## config.mk

```make
export PLATFORM = sky130hd
export DESIGN_NAME = data_gearbox
export DESIGN_NICKNAME = d
export VERILOG_FILES = /design/src/rtl/gearbox_pkg.sv /design/src/rtl/data_gearbox_acc.sv /design/src/rtl/data_gearbox.sv
export SDC_FILE = /design/constraint.sdc
export NUM_CORES = 1
export LEC_CHECK = 0
export BUFFER_PORTS_ARGS = -buffer_cell sky130_fd_sc_hd__buf_4
export CORE_MARGIN = 1.5
export CORE_UTILIZATION = 57
export CTS_BUF_LIST = sky130_fd_sc_hd__clkbuf_16
export DETAILED_ROUTE_END_ITERATION = 7
export GPL_TIMING_DRIVEN = 0
export PLACE_DENSITY = 0.78
export SLEW_MARGIN = 0
export SYNTH_ARGS = -nofsm -noshare
export SYNTH_HDL_FRONTEND = slang
export SYNTH_SLANG_ARGS = --single-unit
```

## constraint.sdc

```tcl
create_clock -name clk -period 4.1 [get_ports clk]
set_input_delay 0 -clock clk [delete_from_list [all_inputs] [get_ports clk]]
set_output_delay 0 -clock clk [all_outputs]
set_load 0.05 [all_outputs]
```

## src/rtl/gearbox_pkg.sv

```systemverilog
// Shared helpers for the data gearbox: fill-counter sizing, parameter legality
// and the flush FSM state encoding.
package gearbox_pkg;

   typedef enum logic {
      ST_STREAM = 1'b0,
      ST_FLUSH  = 1'b1
   } flush_state_e;

   // Bits needed to count 0..n inclusive.
   function automatic int fill_width(input int n);
      return $clog2(n + 1);
   endfunction

   // The accumulator must hold one partial output word plus a full input word,
   // otherwise the source could stall forever below the output threshold.
   function automatic bit params_legal(input int in_w, input int out_w, input int buf_w);
      return (in_w >= 1) && (out_w >= 1) && (buf_w >= out_w + in_w);
   endfunction

endpackage

```

## src/rtl/data_gearbox_acc.sv

```systemverilog
// Bit accumulator datapath: shifts out OUT_W bits on pop, ORs IN_W bits in
// just above the remaining residue on push. The oldest bit sits at bit 0 and
// everything above fill is kept zero, so a short final word reads zero-padded.
module gearbox_acc
   import gearbox_pkg::*;
#(
   parameter int IN_W   = 16,
   parameter int OUT_W  = 23,
   parameter int BUF_W  = 55,
   parameter int FILL_W = fill_width(BUF_W)
) (
   input  logic              clk,
   input  logic              rst,
   input  logic              clear,
   input  logic              push,
   input  logic              pop,
   input  logic [IN_W-1:0]   data_in,
   output logic [OUT_W-1:0]  data_out,
   output logic [FILL_W-1:0] fill
);

   localparam logic [FILL_W-1:0] OUT_W_F = FILL_W'(OUT_W);
   localparam logic [FILL_W-1:0] IN_W_F  = FILL_W'(IN_W);

   logic [BUF_W-1:0]  acc;
   logic [BUF_W-1:0]  acc_pop;
   logic [BUF_W-1:0]  acc_nxt;
   logic [FILL_W-1:0] fill_pop;
   logic [FILL_W-1:0] fill_nxt;

   // Pop first, then land the new word right after the shifted residue.
   always_comb begin
      acc_pop  = acc;
      fill_pop = fill;
      if (pop) begin
         acc_pop  = acc >> OUT_W;
         fill_pop = (fill > OUT_W_F) ? (fill - OUT_W_F) : '0;
      end
      acc_nxt  = acc_pop;
      fill_nxt = fill_pop;
      if (push) begin
         acc_nxt  = acc_pop | (BUF_W'(data_in) << fill_pop);
         fill_nxt = fill_pop + IN_W_F;
      end
   end

   // Accumulator and fill registers; reset and clear both discard all bits.
   always_ff @(posedge clk or posedge rst) begin
      if (rst) begin
         acc  <= '0;
         fill <= '0;
      end else if (clear) begin
         acc  <= '0;
         fill <= '0;
      end else begin
         acc  <= acc_nxt;
         fill <= fill_nxt;
      end
   end

   assign data_out = acc[OUT_W-1:0];

endmodule

```

## src/rtl/data_gearbox.sv

```systemverilog
// Width-conversion gearbox: packs IN_W-bit words into OUT_W-bit words,
// LSB-first, with valid/ready on both sides and a packet-end flush that
// zero-pads the final partial word and marks it with last_sink.
//
// state     | meaning
// ----------+-----------------------------------------------------------
// ST_STREAM | accepting input, emitting only full OUT_W beats
// ST_FLUSH  | last word taken; input blocked, draining to an empty buffer
module data_gearbox
   import gearbox_pkg::*;
#(
   parameter  int IN_W   = 16,
   parameter  int OUT_W  = 23,
   parameter  int BUF_W  = 55,
   localparam int FILL_W = fill_width(BUF_W)
) (
   input  logic              clk,
   input  logic              rst,
   input  logic              valid_src,
   input  logic [IN_W-1:0]   data_in,
   input  logic              last_src,
   output logic              rdy_src,
   output logic [OUT_W-1:0]  data_out,
   output logic              valid_sink,
   output logic              last_sink,
   input  logic              rdy_sink,
   output logic [FILL_W-1:0] fill_level
);

   if (!params_legal(IN_W, OUT_W, BUF_W)) begin : g_param_check
      $error("data_gearbox: BUF_W=%0d is smaller than OUT_W+IN_W=%0d", BUF_W, OUT_W + IN_W);
   end

   localparam logic [FILL_W-1:0] OUT_W_F = FILL_W'(OUT_W);
   localparam logic [FILL_W-1:0] RDY_MAX = FILL_W'(BUF_W - IN_W);

   flush_state_e      state;
   flush_state_e      state_nxt;
   logic              flush;
   logic              push;
   logic              pop;
   logic [FILL_W-1:0] fill;

   gearbox_acc #(
      .IN_W   (IN_W),
      .OUT_W  (OUT_W),
      .BUF_W  (BUF_W),
      .FILL_W (FILL_W)
   ) u_acc (
      .clk      (clk),
      .rst      (rst),
      .clear    (1'b0),
      .push     (push),
      .pop      (pop),
      .data_in  (data_in),
      .data_out (data_out),
      .fill     (fill)
   );

   assign flush      = (state == ST_FLUSH);
   assign fill_level = fill;

   // Flush state register.
   always_ff @(posedge clk or posedge rst) begin
      if (rst) begin
         state <= ST_STREAM;
      end else begin
         state <= state_nxt;
      end
   end

   // Handshakes and flush transitions; rdy_src deliberately ignores rdy_sink.
   always_comb begin
      rdy_src    = !rst && !flush && (fill <= RDY_MAX);
      valid_sink = (fill >= OUT_W_F) || (flush && (fill != '0));
      last_sink  = flush && (fill <= OUT_W_F) && valid_sink;
      push       = valid_src && rdy_src;
      pop        = valid_sink && rdy_sink;
      state_nxt  = state;
      case (state)
         ST_STREAM: if (push && last_src)  state_nxt = ST_FLUSH;
         ST_FLUSH:  if (pop && last_sink)  state_nxt = ST_STREAM;
         default:                          state_nxt = ST_STREAM;
      endcase
   end

   // A source that is waiting must keep its word presented.
   a_src_hold: assert property (@(posedge clk) disable iff (rst)
      (valid_src && !rdy_src) |=> valid_src);

endmodule

```

# Word level (Yosys, flattened, before mapping)

Cells that the tools add are included.

$add $sub $neg: 2
Multipliers: 0
Div/mod/pow operators: 0
$lt $le $gt $ge: 4
Eq/ne operators: 0
Shifts and indexed selects: 1
Muxes and demuxes: 8
Bitwise operators: 2
Reduce and logical (&&, ||, !) cells: 13

Operators with widths:

| operator                                                        | number |
|---|---|
| 2-to-1 mux 55 bit                                               | 2 |
| bitwise OR 55 bit                                               | 1 |
| << shifter 16 x 6 -> 55 bit                                     | 1 |
| 2-to-1 mux 6 bit                                                | 3 |
| logical AND 1 bit                                               | 9 |
| adder 6 x 5 -> 6 bit (second input constant)                    | 1 |
| >= comparator 6 x 5 -> 1 bit (second input constant)            | 1 |
| > comparator 6 x 5 -> 1 bit (second input constant)             | 1 |
| less-or-equal comparator 6 x 5 -> 1 bit (second input constant) | 1 |
| less-or-equal comparator 6 bit (second input constant)          | 1 |
| nonzero test 6 bit                                              | 1 |
| subtractor 6 x 5 -> 6 bit (second input constant)               | 1 |
| logical NOT 1 bit                                               | 2 |
| 2-to-1 mux 1 bit                                                | 2 |
| case mux 1 bit (2 select lines)                                 | 1 |
| logical OR 1 bit                                                | 1 |
| NOT 1 bit                                                       | 1 |

Bits in registers: 62
Latch bits: 0
Memory bits (writable): 0
Memory bits (read-only): 0
Input bits: 21
Output and inout port bits: 32
Word-level logic and storage cells: 33
Memories kept: 0

# Depth between registers and ports, before layout

Word-level depth: 8
Mapped depth: 13
Mapped depth without buffers: 11

# Modules after synthesis

Synthesis repeated with hierarchy kept, for this count alone.

Cells, all modules: 519
Area total of the unflattened synthesis: 4644.5 um2

By module, submodules not included:

| module       | instances | cells an instance | area an instance (um2) | seq. area each (um2) |
|---|---|---|---|---|
| gearbox_acc  | 1         | 499               | 4491.8                 | 1526.5 |
| data_gearbox | 1         | 20                | 152.6                  | 25.0 |

# Least setup slack after synthesis

No wires, ideal clock.

Kind: reg2reg
Start point: reg u_acc.fill[1]
End point: reg u_acc.acc[21]
Setup time: 0.065 ns
Data arrival time: 3.244 ns
Data required time: 4.035 ns
Setup slack: 0.792 ns
Cell stages (with the launch flop): 13
Buffers on the path: 1
Period minus slack after synthesis: 3.308 ns
Path through: dfrtp_1 inv_1 ha_1 nor4b_1 o211a_1 buf_6 inv_1 a21o_1 inv_2 mux4_2 mux2_2 mux2i_1 a31o_2

Longest elaborated chain between the ends: 8
Elaborated cells on any way between the ends: 16
Classes of those cells: add/sub (1); order compare (3); shift (1); mux (4); bitwise (1); reduce/logical (6)

Ends and longest elaborated chain:

| item                                                                                 | RTL line               | RTL |
|---|---|---|
| from (decl)                                                                          | data_gearbox_acc.sv:19 | `output logic [FILL_W-1:0] fill` |
| from (signal assigned)                                                               | data_gearbox_acc.sv:57 | `fill <= fill_nxt;` |
| parallel branches: the longest is 2 deep, another holds >= comparator 6 x 5 -> 1 bit | --                     |  |
| logical OR 1 bit *                                                                   | data_gearbox.sv:75     | `valid_sink = (fill >= OUT_W_F) \|\| (flush && (fill != '0));` |
| via valid_sink                                                                       | data_gearbox.sv:24     | `output logic valid_sink,` |
| logical AND 1 bit *                                                                  | data_gearbox.sv:78     | `pop = valid_sink && rdy_sink;` |
| 2-to-1 mux 6 bit                                                                     | data_gearbox_acc.sv:35 | `if (pop) begin` |
| << shifter 16 x 6 -> 55 bit                                                          | data_gearbox_acc.sv:42 | `acc_nxt = acc_pop \| (BUF_W'(data_in) << fill_pop);` |
| bitwise OR 55 bit                                                                    | data_gearbox_acc.sv:42 |  |
| 2-to-1 mux 55 bit *                                                                  | data_gearbox_acc.sv:41 | `if (push) begin` |
| via u_acc.acc_nxt[21]                                                                | data_gearbox_acc.sv:27 | `logic [BUF_W-1:0] acc_nxt;` |
| to (signal assigned)                                                                 | data_gearbox_acc.sv:56 | `acc <= acc_nxt;` |
| to (decl)                                                                            | data_gearbox_acc.sv:25 | `logic [BUF_W-1:0] acc;` |

Mark *: on every way through the listed nets, which the timed path passes.

# Worst setup path in the final report

Start point: reg u_acc.fill[1]
End point: reg u_acc.acc[21]

Longest elaborated chain between the ends: 8
Elaborated cells on any way between the ends: 16
Classes of those cells: add/sub (1); order compare (3); shift (1); mux (4); bitwise (1); reduce/logical (6)

Ends and longest elaborated chain:

| item                                                                              | RTL line |
|---|---|
| parallel branches: the longest is 7 deep, another holds subtractor 6 x 5 -> 6 bit | -- |
| 2-to-1 mux 55 bit *                                                               | data_gearbox_acc.sv:41 |
| via u_acc.acc_nxt[21]                                                             | data_gearbox_acc.sv:27 |

Marks and branches as above.

==> metrics.md <==
| Metric | Value |
|---|---|
| Core ar. | slightly below 0.007 sq mm |
| Area Growth Syn to Fin | 20.3% |
| Starting Density | 0.600 |
| Status | finished, final reports clean |
| Crit Path Class | flip-flop to flip-flop |
| Antenna cell count | 0 |
| Internal Power | between 2 and 2.5 mW |
| Setup repair bufs after CTS | 0 |
| CTS tree | built |
| Design area | roughly 0.005 sq mm |
| Register bit total from synthesis | 62 |
| Netlist cell types | 59 |
| Mapped Nets | between 400 and 500 |
| Setup TNS | 0 ns |
| Sequential-to-total area share from yosys stat | 0.374 |
| NetSw | about 2.6 mW |
| VDD IR-drop max | ~0.6 mV |
| Mapped Cells | around 450 |
| Final ANT Viol Nets | 0 |
| Fmax achieved | between 200 and 300 MHz |
| Via count | approximately 4.2k |
| GRT Total Usage | 0.360 |
| Worst hold path class | input pin to flip-flop |
| Post-route minimum period | 3.40 ns |
| Wire per inst | roughly 22 um |
| Endpoints failing setup | 0 |
| Crit start category | flip-flop |
| Post-synth EDFFs | 0 |
| DR iter-0 viols | 498 |
| Pleak | about 2.3 nW |
| Worst Reg-to-Reg Cells | 11 |
| Initial antenna violation count | 0 |
| DRC Markers | 0 |
| Routed wire length | 13400 um |
| CTS max path bufs | 2 |
| Syn Std Cell Area | 0.00415 sq mm |
| Post-synthesis cell type with the largest combined area | dfrtp_1 |
| CTS Buf Count | 9 |
| Worst hold path depth | 3 |
| Fin. Hold Viols | 0 |
| Nets@finish | around 540 |
| Synth top area cells | dfrtp_1 (37%), mux2i_1 (6.0%), nor2_1 (5.1%), buf_4 (4.5%), mux4_2 (4.3%) |
| Slew @ Worst Pin | about 0.99 ns |
| Latest clock arrival within the worst-skew pair | around 0.33 ns |
| Die Span Y | 88.3 um |
| Worst endpoint data arrival time | 3.62 ns |
| Warnings from Yosys | 0 |
| Tcrit/Tclk final | 0.830 |
| H-Tree Depth | 3 |
| Sequential Power Share | 0.197 |
| Die X | 88.3 um |
| CTS clk-pin slew, worst paths | 0.06 ns |
| Max-Cap Viols | 0 |
| Residual overflow from global routing | 0 |
| Boundary pin count | 53 |
| Final GP Congestion | roughly 0.95 |
| CTS resizes | 0 |
| CP Capture Type | flip-flop |
| Switch share | 0.514 |
| RSZ-0062 raised after global routing | no |
| Share of cells above drive strength 1 | 0.256 |
| Global-route wire length before repair | 20800 um |
| DR pass1 iterations | 5 |
| Drt via density | ~6.8 |
| Worst Clk Skew | 0.00628 ns |
| Die area | between 0.007 and 0.008 sq mm |
| Clk sinks | a little over 60 |
| Post-synthesis async set-or-reset flop share | 1.00 |
| CP required | 4.31 ns |
| Logic gate share of total power | 0.656 |
| Largest net degree at the start of global routing | 44 |
| DP Area | 0.00468 sq mm |
| Pwr dens | between 1000 and 1500 mW/mm^2 |
| Syn_area_per_cell | ~9.2 sq um |
| Core Rows | 30 |
| Clock power frac | 0.147 |
| Clk root buf | clkbuf_16 |
| Vias in the first global route | between 3k and 4k |
| Top-area cell type share of the netlist area | 0.374 |
| Pins Over Slew Limit | 0 |
| Port buffer count | 52 |
| Hpwl dp | around 9300 um |
| Ys flop type | dfrtp_1 |
| Maximum fanout along the worst path | 8 |
| Slew headroom | 0.338 |
-- flip-flops by register name, indices dropped and copies added (netlist names) --
signal and cells:
u_acc.fill 6, u_acc.acc 55, flush 1
-- critical path, stage by stage, from the launching register on --
cell and delay [ns]:
dfrtp_1 0.46, inv_1 0.11, ha_1 0.14, nor4b_1 0.33, o211a_1 0.20, buf_6 0.13, inv_1 0.11, and3_1 0.19
o41ai_2 0.83, mux2_2 0.40, mux2i_1 0.11, a31o_2 0.27
-- worst paths after layout --
check | slack (ns) | endpoint | from
max | 0.70 | u_acc.acc[21]$_DFF_PP0_ | u_acc.fill[1]$_DFF_PP0_
min | 0.09 | u_acc.fill[4]$_DFF_PP0_ | valid_src
max in group asynchronous | 3.24 | u_acc.acc[37]$_DFF_PP0_ | rst
min in group asynchronous | 0.28 | u_acc.acc[19]$_DFF_PP0_ | rst
max reg2reg | 0.70 | u_acc.acc[21]$_DFF_PP0_ | u_acc.fill[1]$_DFF_PP0_
min reg2reg | 0.49 | u_acc.acc[7]$_DFF_PP0_ | u_acc.acc[30]$_DFF_PP0_
-- kinds of logic after synthesis --
kind of cell             after synthesis  synth area share
AO/OA/AOI/OAI                        132             0.244
multiplexers                          42             0.129
flip-flops                            62             0.374
AND/OR/NAND/NOR                      148             0.156
adder cells (fa/ha/maj)                2           0.00603
buffers and inverters                 65            0.0884
XOR/XNOR                               1           0.00211
-- cell usage in the layout, fill, tap and decap left out, types with 5 or more instances in the layout --
master      n
buf_4      77
dfrtp_1    62
nor2_1     56
nand2_1    48
mux2i_1    25
o221ai_1   19
o21ai_0    16
nand3_1    15
clkbuf_1   14
inv_1      13
o22ai_1    13
a21oi_1    10
clkbuf_16   9
a21o_1      8
mux4_2      8
mux2_2      8
and3_1      7
o21ai_1     7
nor3_1      6
o211ai_1    6
a221o_1     6
buf_2       5
a22oi_1     5
-- what timing repair did --
item | CTS | global route
hold endpoints to repair | 20 | 0
setup endpoints to repair | 0 | 0
hold buffers | 2 | 0
-- cells in the mapped netlist, types with 5 or more instances --
master	number
o22ai_1	13
o21ai_0	16
o211ai_1	6
and3_1	7
nand3_1	15
buf_2	5
nor2_1	56
a221o_1	6
mux2_2	8
a22oi_1	5
o221ai_1	19
inv_1	14
a21oi_1	10
nor3_1	6
clkbuf_1	14
o21ai_1	7
dfrtp_1	62
buf_4	25
mux4_2	8
mux2i_1	25
nand2_1	48
a21o_1	8
-- stage by stage --
step                setup WS (ns)  instances  hold WS (ns)  power (mW)  utilization
floorplan                   0.792        452         0.188        3.37            -
global placement            0.867        600         0.295        4.19        0.674
detailed placement          0.825        601        0.0481        4.23        0.677
CTS                         0.807        619        0.0799        5.01        0.722
global route                0.487        619        0.0887        5.33        0.722
finish                      0.696        619        0.0866        5.12        0.722
-- area by class of cell --
class | count | area, sq um
multi-input combinational | 325 | 2230
sequential | 62 | 1550
buffer | 48 | 303
inverter | 17 | 63.8
fill | 574 | 1920
clock buffer | 9 | 225
clock inverter | 7 | 65.1
timing repair buffer | 55 | 430
tap | 96 | 120
-- power groups by stage --
| stage | combinational, mW | clock (mW) | sequential [mW] |
|---|---|---|---|
| 5_1_grt | 3.53 | 0.774 | 1.03 |
| 4_1_cts | 3.26 | 0.744 | 1.00 |
| 2_1_floorplan | 2.31 | 0 | 1.05 |
| 3_5_place_dp | 3.22 | 0 | 1.01 |
| 3_3_place_gp | 3.19 | 0 | 1.00 |
| 6_report | 3.36 | 0.751 | 1.01 |
-- per-layer routing --
layer,GRT usage,vias to the layer above,part of all wire
li1,-,1812,-
met1,0.492,2001,0.40
met2,0.538,314,0.45
met3,0.0784,68,0.10
met4,0.193,0,0.050
met5,0,-,0
No activity file was read; power rests on OpenSTA's default activity.
